--- config.mk ---
export PLATFORM = sky130hd
export DESIGN_NAME = formula_arbiter
export DESIGN_NICKNAME = d
export VERILOG_FILES = /design/src/rtl/formula_arbiter.sv
export SDC_FILE = /design/constraint.sdc
export NUM_CORES = 1
export LEC_CHECK = 0
export ABC_AREA = 1
export BUFFER_PORTS_ARGS = -buffer_cell sky130_fd_sc_hd__buf_4
export CELL_PAD_IN_SITES_DETAIL_PLACEMENT = 0
export CELL_PAD_IN_SITES_GLOBAL_PLACEMENT = 1
export CORE_ASPECT_RATIO = 0.8
export CORE_MARGIN = 2
export CORE_UTILIZATION = 32
export CTS_CLUSTER_DIAMETER = 30
export DETAILED_ROUTE_END_ITERATION = 10
export PLACE_DENSITY = 0.94
export SYNTH_ARGS = -nofsm -noshare
export SYNTH_HDL_FRONTEND = slang
export SYNTH_SLANG_ARGS = --single-unit
--- constraint.sdc ---
create_clock -name clk -period 2.55 [get_ports clk]
set_input_delay 0.1275 -clock clk [delete_from_list [all_inputs] [get_ports clk]]
set_output_delay 0.1275 -clock clk [all_outputs]
set_load 0.02 [all_outputs]
--- src/rtl/formula_arbiter.sv ---
// formula_arbiter: round-robin sharing of one pipelined formula unit among NREQ requesters, with id-tagged result steering.
// Ports:
//   clk, rst            clock, synchronous active-high reset
//   arb_en              grant enable (in-flight operations always drain)
//   req_valid/req_ready per-requester handshake, ready is a one-hot grant
//   req_a..req_d        packed operands, requester i at [i*N +: N]
//   f_rstn, f_valid, f_a..f_d, f_o_valid, f_q   formula instance interface
//   rsp_valid, rsp_id, rsp_q                    one-cycle tagged result
//   busy, err           activity flag, sticky tag/valid mismatch
// Optional: FORMULA_ARB_STATS_EN adds stat_grants (per-requester transfers) and stat_drops (untagged results).
module formula_arbiter #(
    parameter int N     = 8,
    parameter int NREQ  = 4,
    parameter int LAT   = 5,
    parameter int CNT_W = 16
) (
    input  logic                      clk,
    input  logic                      rst,
    input  logic                      arb_en,
    input  logic [NREQ-1:0]           req_valid,
    output logic [NREQ-1:0]           req_ready,
    input  logic [NREQ*N-1:0]         req_a,
    input  logic [NREQ*N-1:0]         req_b,
    input  logic [NREQ*N-1:0]         req_c,
    input  logic [NREQ*N-1:0]         req_d,
    output logic                      f_rstn,
    output logic                      f_valid,
    output logic [N-1:0]              f_a,
    output logic [N-1:0]              f_b,
    output logic [N-1:0]              f_c,
    output logic [N-1:0]              f_d,
    input  logic                      f_o_valid,
    input  logic [N-1:0]              f_q,
    output logic [NREQ-1:0]           rsp_valid,
    output logic [$clog2(NREQ)-1:0]   rsp_id,
    output logic [N-1:0]              rsp_q,
    output logic                      busy,
`ifdef FORMULA_ARB_STATS_EN
    output logic [NREQ*CNT_W-1:0]     stat_grants,
    output logic [CNT_W-1:0]          stat_drops,
`endif
    output logic                      err
);
    localparam int IW = $clog2(NREQ);
    localparam logic [NREQ-1:0] ONE = NREQ'(1);

    logic [IW-1:0]   r_ptr;
    logic            r_f_valid;
    logic [N-1:0]    r_f_a, r_f_b, r_f_c, r_f_d;
    logic [IW-1:0]   r_f_id;
    logic [LAT-1:0]  r_tag_v;
    logic [IW-1:0]   r_tag_id [LAT];
    logic [NREQ-1:0] r_rsp_valid;
    logic [IW-1:0]   r_rsp_id;
    logic [N-1:0]    r_rsp_q;
    logic            r_err;

    int              w_idx;
    logic            w_hit;
    logic [IW-1:0]   w_win;
    logic [IW-1:0]   w_nxt;
    logic [NREQ-1:0] w_gnt;
    logic            w_xfer;
    logic            w_rsp;
    logic            w_mis;

    // Scan from the highest offset down so the requester closest to the pointer wins last.
    always_comb begin
        w_idx = 0;
        w_hit = 1'b0;
        w_win = '0;
        for (int k = NREQ - 1; k >= 0; k--) begin
            w_idx = int'(r_ptr) + k;
            w_idx = (w_idx >= NREQ) ? w_idx - NREQ : w_idx;
            if (req_valid[w_idx]) begin
                w_hit = 1'b1;
                w_win = IW'(w_idx);
            end
        end
    end

    assign w_gnt     = (w_hit && arb_en && !rst) ? ONE << w_win : '0;
    assign w_xfer    = |w_gnt;
    assign w_nxt     = (w_win == IW'(NREQ - 1)) ? '0 : w_win + 1'b1;
    // The tag pipe mirrors the formula latency, so its last stage must agree with f_o_valid.
    assign w_rsp     = f_o_valid & r_tag_v[LAT-1];
    assign w_mis     = f_o_valid ^ r_tag_v[LAT-1];

    assign req_ready = w_gnt;
    assign f_rstn    = ~rst;
    assign f_valid   = r_f_valid;
    assign f_a       = r_f_a;
    assign f_b       = r_f_b;
    assign f_c       = r_f_c;
    assign f_d       = r_f_d;
    assign rsp_valid = r_rsp_valid;
    assign rsp_id    = r_rsp_id;
    assign rsp_q     = r_rsp_q;
    assign err       = r_err;
    assign busy      = r_f_valid | (|r_tag_v) | (|r_rsp_valid);

    always_ff @(posedge clk) begin
        if (rst) begin
            r_ptr       <= '0;
            r_f_valid   <= 1'b0;
            r_f_a       <= '0;
            r_f_b       <= '0;
            r_f_c       <= '0;
            r_f_d       <= '0;
            r_f_id      <= '0;
            r_tag_v     <= '0;
            for (int i = 0; i < LAT; i++) r_tag_id[i] <= '0;
            r_rsp_valid <= '0;
            r_rsp_id    <= '0;
            r_rsp_q     <= '0;
            r_err       <= 1'b0;
        end else begin
            r_f_valid <= w_xfer;
            if (w_xfer) begin
                r_ptr  <= w_nxt;
                r_f_a  <= req_a[w_win*N +: N];
                r_f_b  <= req_b[w_win*N +: N];
                r_f_c  <= req_c[w_win*N +: N];
                r_f_d  <= req_d[w_win*N +: N];
                r_f_id <= w_win;
            end
            r_tag_v     <= {r_tag_v[LAT-2:0], r_f_valid};
            r_tag_id[0] <= r_f_id;
            for (int i = 1; i < LAT; i++) r_tag_id[i] <= r_tag_id[i-1];
            r_rsp_valid <= w_rsp ? ONE << r_tag_id[LAT-1] : '0;
            if (w_rsp) begin
                r_rsp_id <= r_tag_id[LAT-1];
                r_rsp_q  <= f_q;
            end
            if (w_mis) r_err <= 1'b1;
        end
    end

`ifdef FORMULA_ARB_STATS_EN
    logic [CNT_W-1:0] r_grants [NREQ];
    logic [CNT_W-1:0] r_drops;

    always_ff @(posedge clk) begin
        if (rst) begin
            for (int i = 0; i < NREQ; i++) r_grants[i] <= '0;
            r_drops <= '0;
        end else begin
            for (int i = 0; i < NREQ; i++)
                if (w_gnt[i] && r_grants[i] != '1) r_grants[i] <= r_grants[i] + 1'b1;
            if (f_o_valid && !r_tag_v[LAT-1] && r_drops != '1) r_drops <= r_drops + 1'b1;
        end
    end

    for (genvar g = 0; g < NREQ; g++) begin : g_stat
        assign stat_grants[g*CNT_W +: CNT_W] = r_grants[g];
    end
    assign stat_drops = r_drops;
`endif
endmodule

==> flow_metrics.tcl <==
set metrics [dict create \
    period_share_pct 89.5 \
    synthCells 817 \
    status "completed" \
    maxCapViolations 0 \
    die_w_microns 139 \
    place_congestion 0.844 \
    crit_fanout 19 \
    dieArea_sq_um 15600 \
    synthesis.nets 963 \
    diodes 0 \
    num-fill-cells 1533 \
    worst_slack_ns 0.268 \
    critPathSlowestCell "dfxtp_2" \
    numCtsBuffers 9 \
    r2r_start "r_ptr[0]" \
    drc 0 \
    end_kind "flip-flop" \
    muxShareOfSynthArea_pct 0 \
    syn_to_final_growth_pct 40.4 \
    cp_common_cell "nand2_1" \
    clock.fmax_ghz 0.438 \
    p_switching_w 0.00378 \
    portBuffers 197 \
    regArea_sq_um 1340 \
    start_kind "flip-flop" \
    synth_top_family_by_area "simple AND/OR/NAND/NOR gates" \
    antenna_found_initial 0 \
    hpwl_mm 10.6 \
    cts-root-buf "clkbuf_16" \
    nNetsFinal 1142 \
    rrSetupSlack_ns 0.27 \
    slew_viol_final 0 \
    synth.top_cell.area_share_pct 28.6 \
    grt_max_degree 65 \
    cts_num_sinks 67 \
    ff2ff_path_depth 19 \
    p_seq_share_pct 19.7 \
    drt-vias-per-instance 4.39 \
    p_comb_share_pct 64.3 \
    timing.rr.end "f_a[5]" \
    place_ws_ns 0.133 \
    ir_worst_vdd_uv 587 \
    synth_xor_area_share_pct 0 \
    synthTopCellsByArea "dfxtp_1 29%, nand3_1 25%, inv_1 18%" \
    setup_viol 0 \
    clockPowerShare_pct 16.1 \
    holdPathEnd "rsp_q[3]" \
    ant_nets 0 \
    seq_area_frac_synth_pct 28.6 \
    min_path_cells 3 \
    fp.coreArea_sq_um 14300 \
    die_h_microns 112 \
    yosys.area.top_type "dfxtp_1" \
    max_stage_delay_ns 0.39 \
    hold_start "f_q[3]" \
    synth_compound_area_share_pct 1.95 \
    swShare_pct 48.6 \
    start_util_pct 32.8 \
    htree_levels 3 \
    drt-wirelength-per-cell_microns 12.3 \
    hold_viol_final 0 \
    holdBufCountCts 0 \
    fin_tns_setup_ns 0 \
    worst_pin_slew_ns 0.680 \
    cts_tree "built" \
    grt_pass1_vias 5030 \
    overflow 0 \
    fin_skew_ns 0.00540 \
    grt_use_total_pct 18.9 \
    drt_iter0_markers 230 \
    syn-cell-area_sq_um 4690 \
    synthAdderAreaFrac_pct 0.534 \
    clk_path_buf_depth 2 \
    wl_mm 14.6 \
    yosys.area_share.simple_pct 41.8 \
    avgSynthCellArea_sq_um 5.74 \
    yosys_register_bits 67 \
    path_class "flip-flop to flip-flop" \
    synth_warnings 0 \
    vias 5204 \
    power.density_nw_per_um2 1180 \
    core.rowCount 39 \
    clk_latency_ns 0.33 \
    grt_pass1_wl_mm 24.3 \
    internal_power_w 0.00401 \
    worst_ep_arrival_time_ns 2.51 \
    cp_cell_sequence "inv_2 -> nand2_1 -> nand2_1 -> nand2_1 -> nand3_2 -> nand2_1 -> nand2_2 -> nand2_2 -> inv_1 -> ha_1 -> nand2_1 -> nand2_2 -> inv_4 -> buf_6 -> nand3_1 -> nand2_1 -> clkinv_1 -> nand2_1 -> inv_1" \
    clk_pin_slew_ns 0.06 \
    p_leak_nw 4.13 \
    ys_types 27 \
    layout_min_cycle_time_ns 2.28 \
    required_ns 2.78 \
    multi_input_area_sq_um 2080 \
    ios 198 \
    max_slew_margin_pct 54.7 \
    drive_gt1_share_pct 27.3 \
    hp-class "primary input to flip-flop" \
    drt_pass1_iterations 5 \
]
worst max-delay path: cells and delay by family (launching register included):
family / cells / cell delay, ns
fa+ha+maj: 1 / 0.19
simple gates: 12 / 1.03
buf+inv: 6 / 0.55
flops: 1 / 0.39
metrics by stage:
stage / cell area (sq um) / hold slack [ns] / cells / total power (W) / utilization (%)
CTS: 6570 / 0.0118 / 1185 / 0.00787 / 45.9
floorplan: 4690 / 0.262 / 817 / 0.00513 / -
global placement: 6270 / 0.350 / 1169 / 0.00652 / 43.8
global route: 6580 / 0.0356 / 1185 / 0.00857 / 46.0
finish: 6580 / 0.0249 / 1185 / 0.00779 / 46.0
detailed placement: 6270 / 0.359 / 1169 / 0.00658 / 43.8
cells in the final DEF (no fill, tap or decap):
cell type / Yosys / final
nand3_1: 233 / 232
inv_1: 231 / 230
buf_4: 8 / 210
nand2_1: 131 / 131
dfxtp_1: 67 / 65
nor2_1: 43 / 43
inv_2: 23 / 23
o21ai_0: 10 / 10
clkbuf_16: 0 / 9
nand2_2: 6 / 6
clkinv_1: 4 / 5
nand3_2: 3 / 4
o21ai_1: 3 / 3
buf_6: 9 / 3
nor2_2: 2 / 2
nand2_4: 2 / 2
nor4_1: 2 / 2
a21oi_1: 2 / 2
ha_1: 2 / 2
clkinvlp_4: 0 / 2
clkinv_2: 0 / 2
buf_12: 0 / 2
dfxtp_2: 0 / 2
nor2_4: 1 / 1
a21oi_2: 1 / 1
nand4_1: 1 / 1
inv_4: 1 / 1
nand3b_1: 1 / 1
a21boi_0: 1 / 1
bufinv_16: 0 / 1
clkbuf_8: 0 / 1
inv_6: 0 / 1
repair_timing:
item | in CTS | in global routing
gates resized for setup | 0 | 5
buffers inserted | 0 | 0
setup endpoints to repair | 0 | 33
synthesized netlist by cell type, drive strengths merged:
master  number
inv        255
nand3      236
nand2      139
dfxtp       67
nor2        46
buf         39
o21ai       13
clkbuf       8
clkinv       4
a21oi        3
ha           2
nor4         2
a21boi       1
nand3b       1
nand4        1
kinds of logic (layout without fill, tap and decap cells):
family          count (synthesis)  in the layout
buf+inv                       306            490
fa+ha+maj                       2              2
flops                          67             67
simple gates                  425            425
compound gates                 17             17
worst max-delay path by stage:
stage,startpoint,end,slack [ns],depth (start not counted)
after global routing,r_ptr[0],f_a[2],-0.01,19
after CTS,r_ptr[0],f_a[2],0.11,19
after detailed placement,r_ptr[0],f_a[2],0.13,19
final,r_ptr[0],f_a[5],0.27,19
after floorplan,r_ptr[0],f_a[2],0.28,19
after global placement,r_ptr[0],f_a[6],0.19,19
metal layers:
metal  GRT usage (%)  vias up  wire, microns
met5               0        -              0
met4            4.85        0            250
met3            4.61       15            975
met2            31.7      154           6640
met1            24.6     2257           6720
li1                -     2778              -
registers in the layout, indices dropped and copies added (netlist names), 4 cells and up:
signal	cells
f_a	8
f_b	8
f_c	8
f_d	8
r_tag_id	10
r_tag_v	5
rsp_q	8
rsp_valid	4
cell type report:
cell class                      instances  area share, %
Tap cell                              184           3.50
Multi-Input combinational cell        444           31.6
Timing Repair Buffer                  215           25.1
Sequential cell                        67           20.4
Clock buffer                           10           3.63
Inverter                              259           14.8
Clock inverter                          6          0.969
power by group through the flow:
stage	logic, W	clock network (W)	registers, W
finish	0.00501	0.00125	0.00153
global route	0.00566	0.00134	0.00157
CTS	0.00505	0.00129	0.00153
detailed placement	0.00503	0	0.00155
global placement	0.00498	0	0.00154
floorplan	0.00331	0	0.00183
Note: power is estimated with default switching activity, not from simulation.
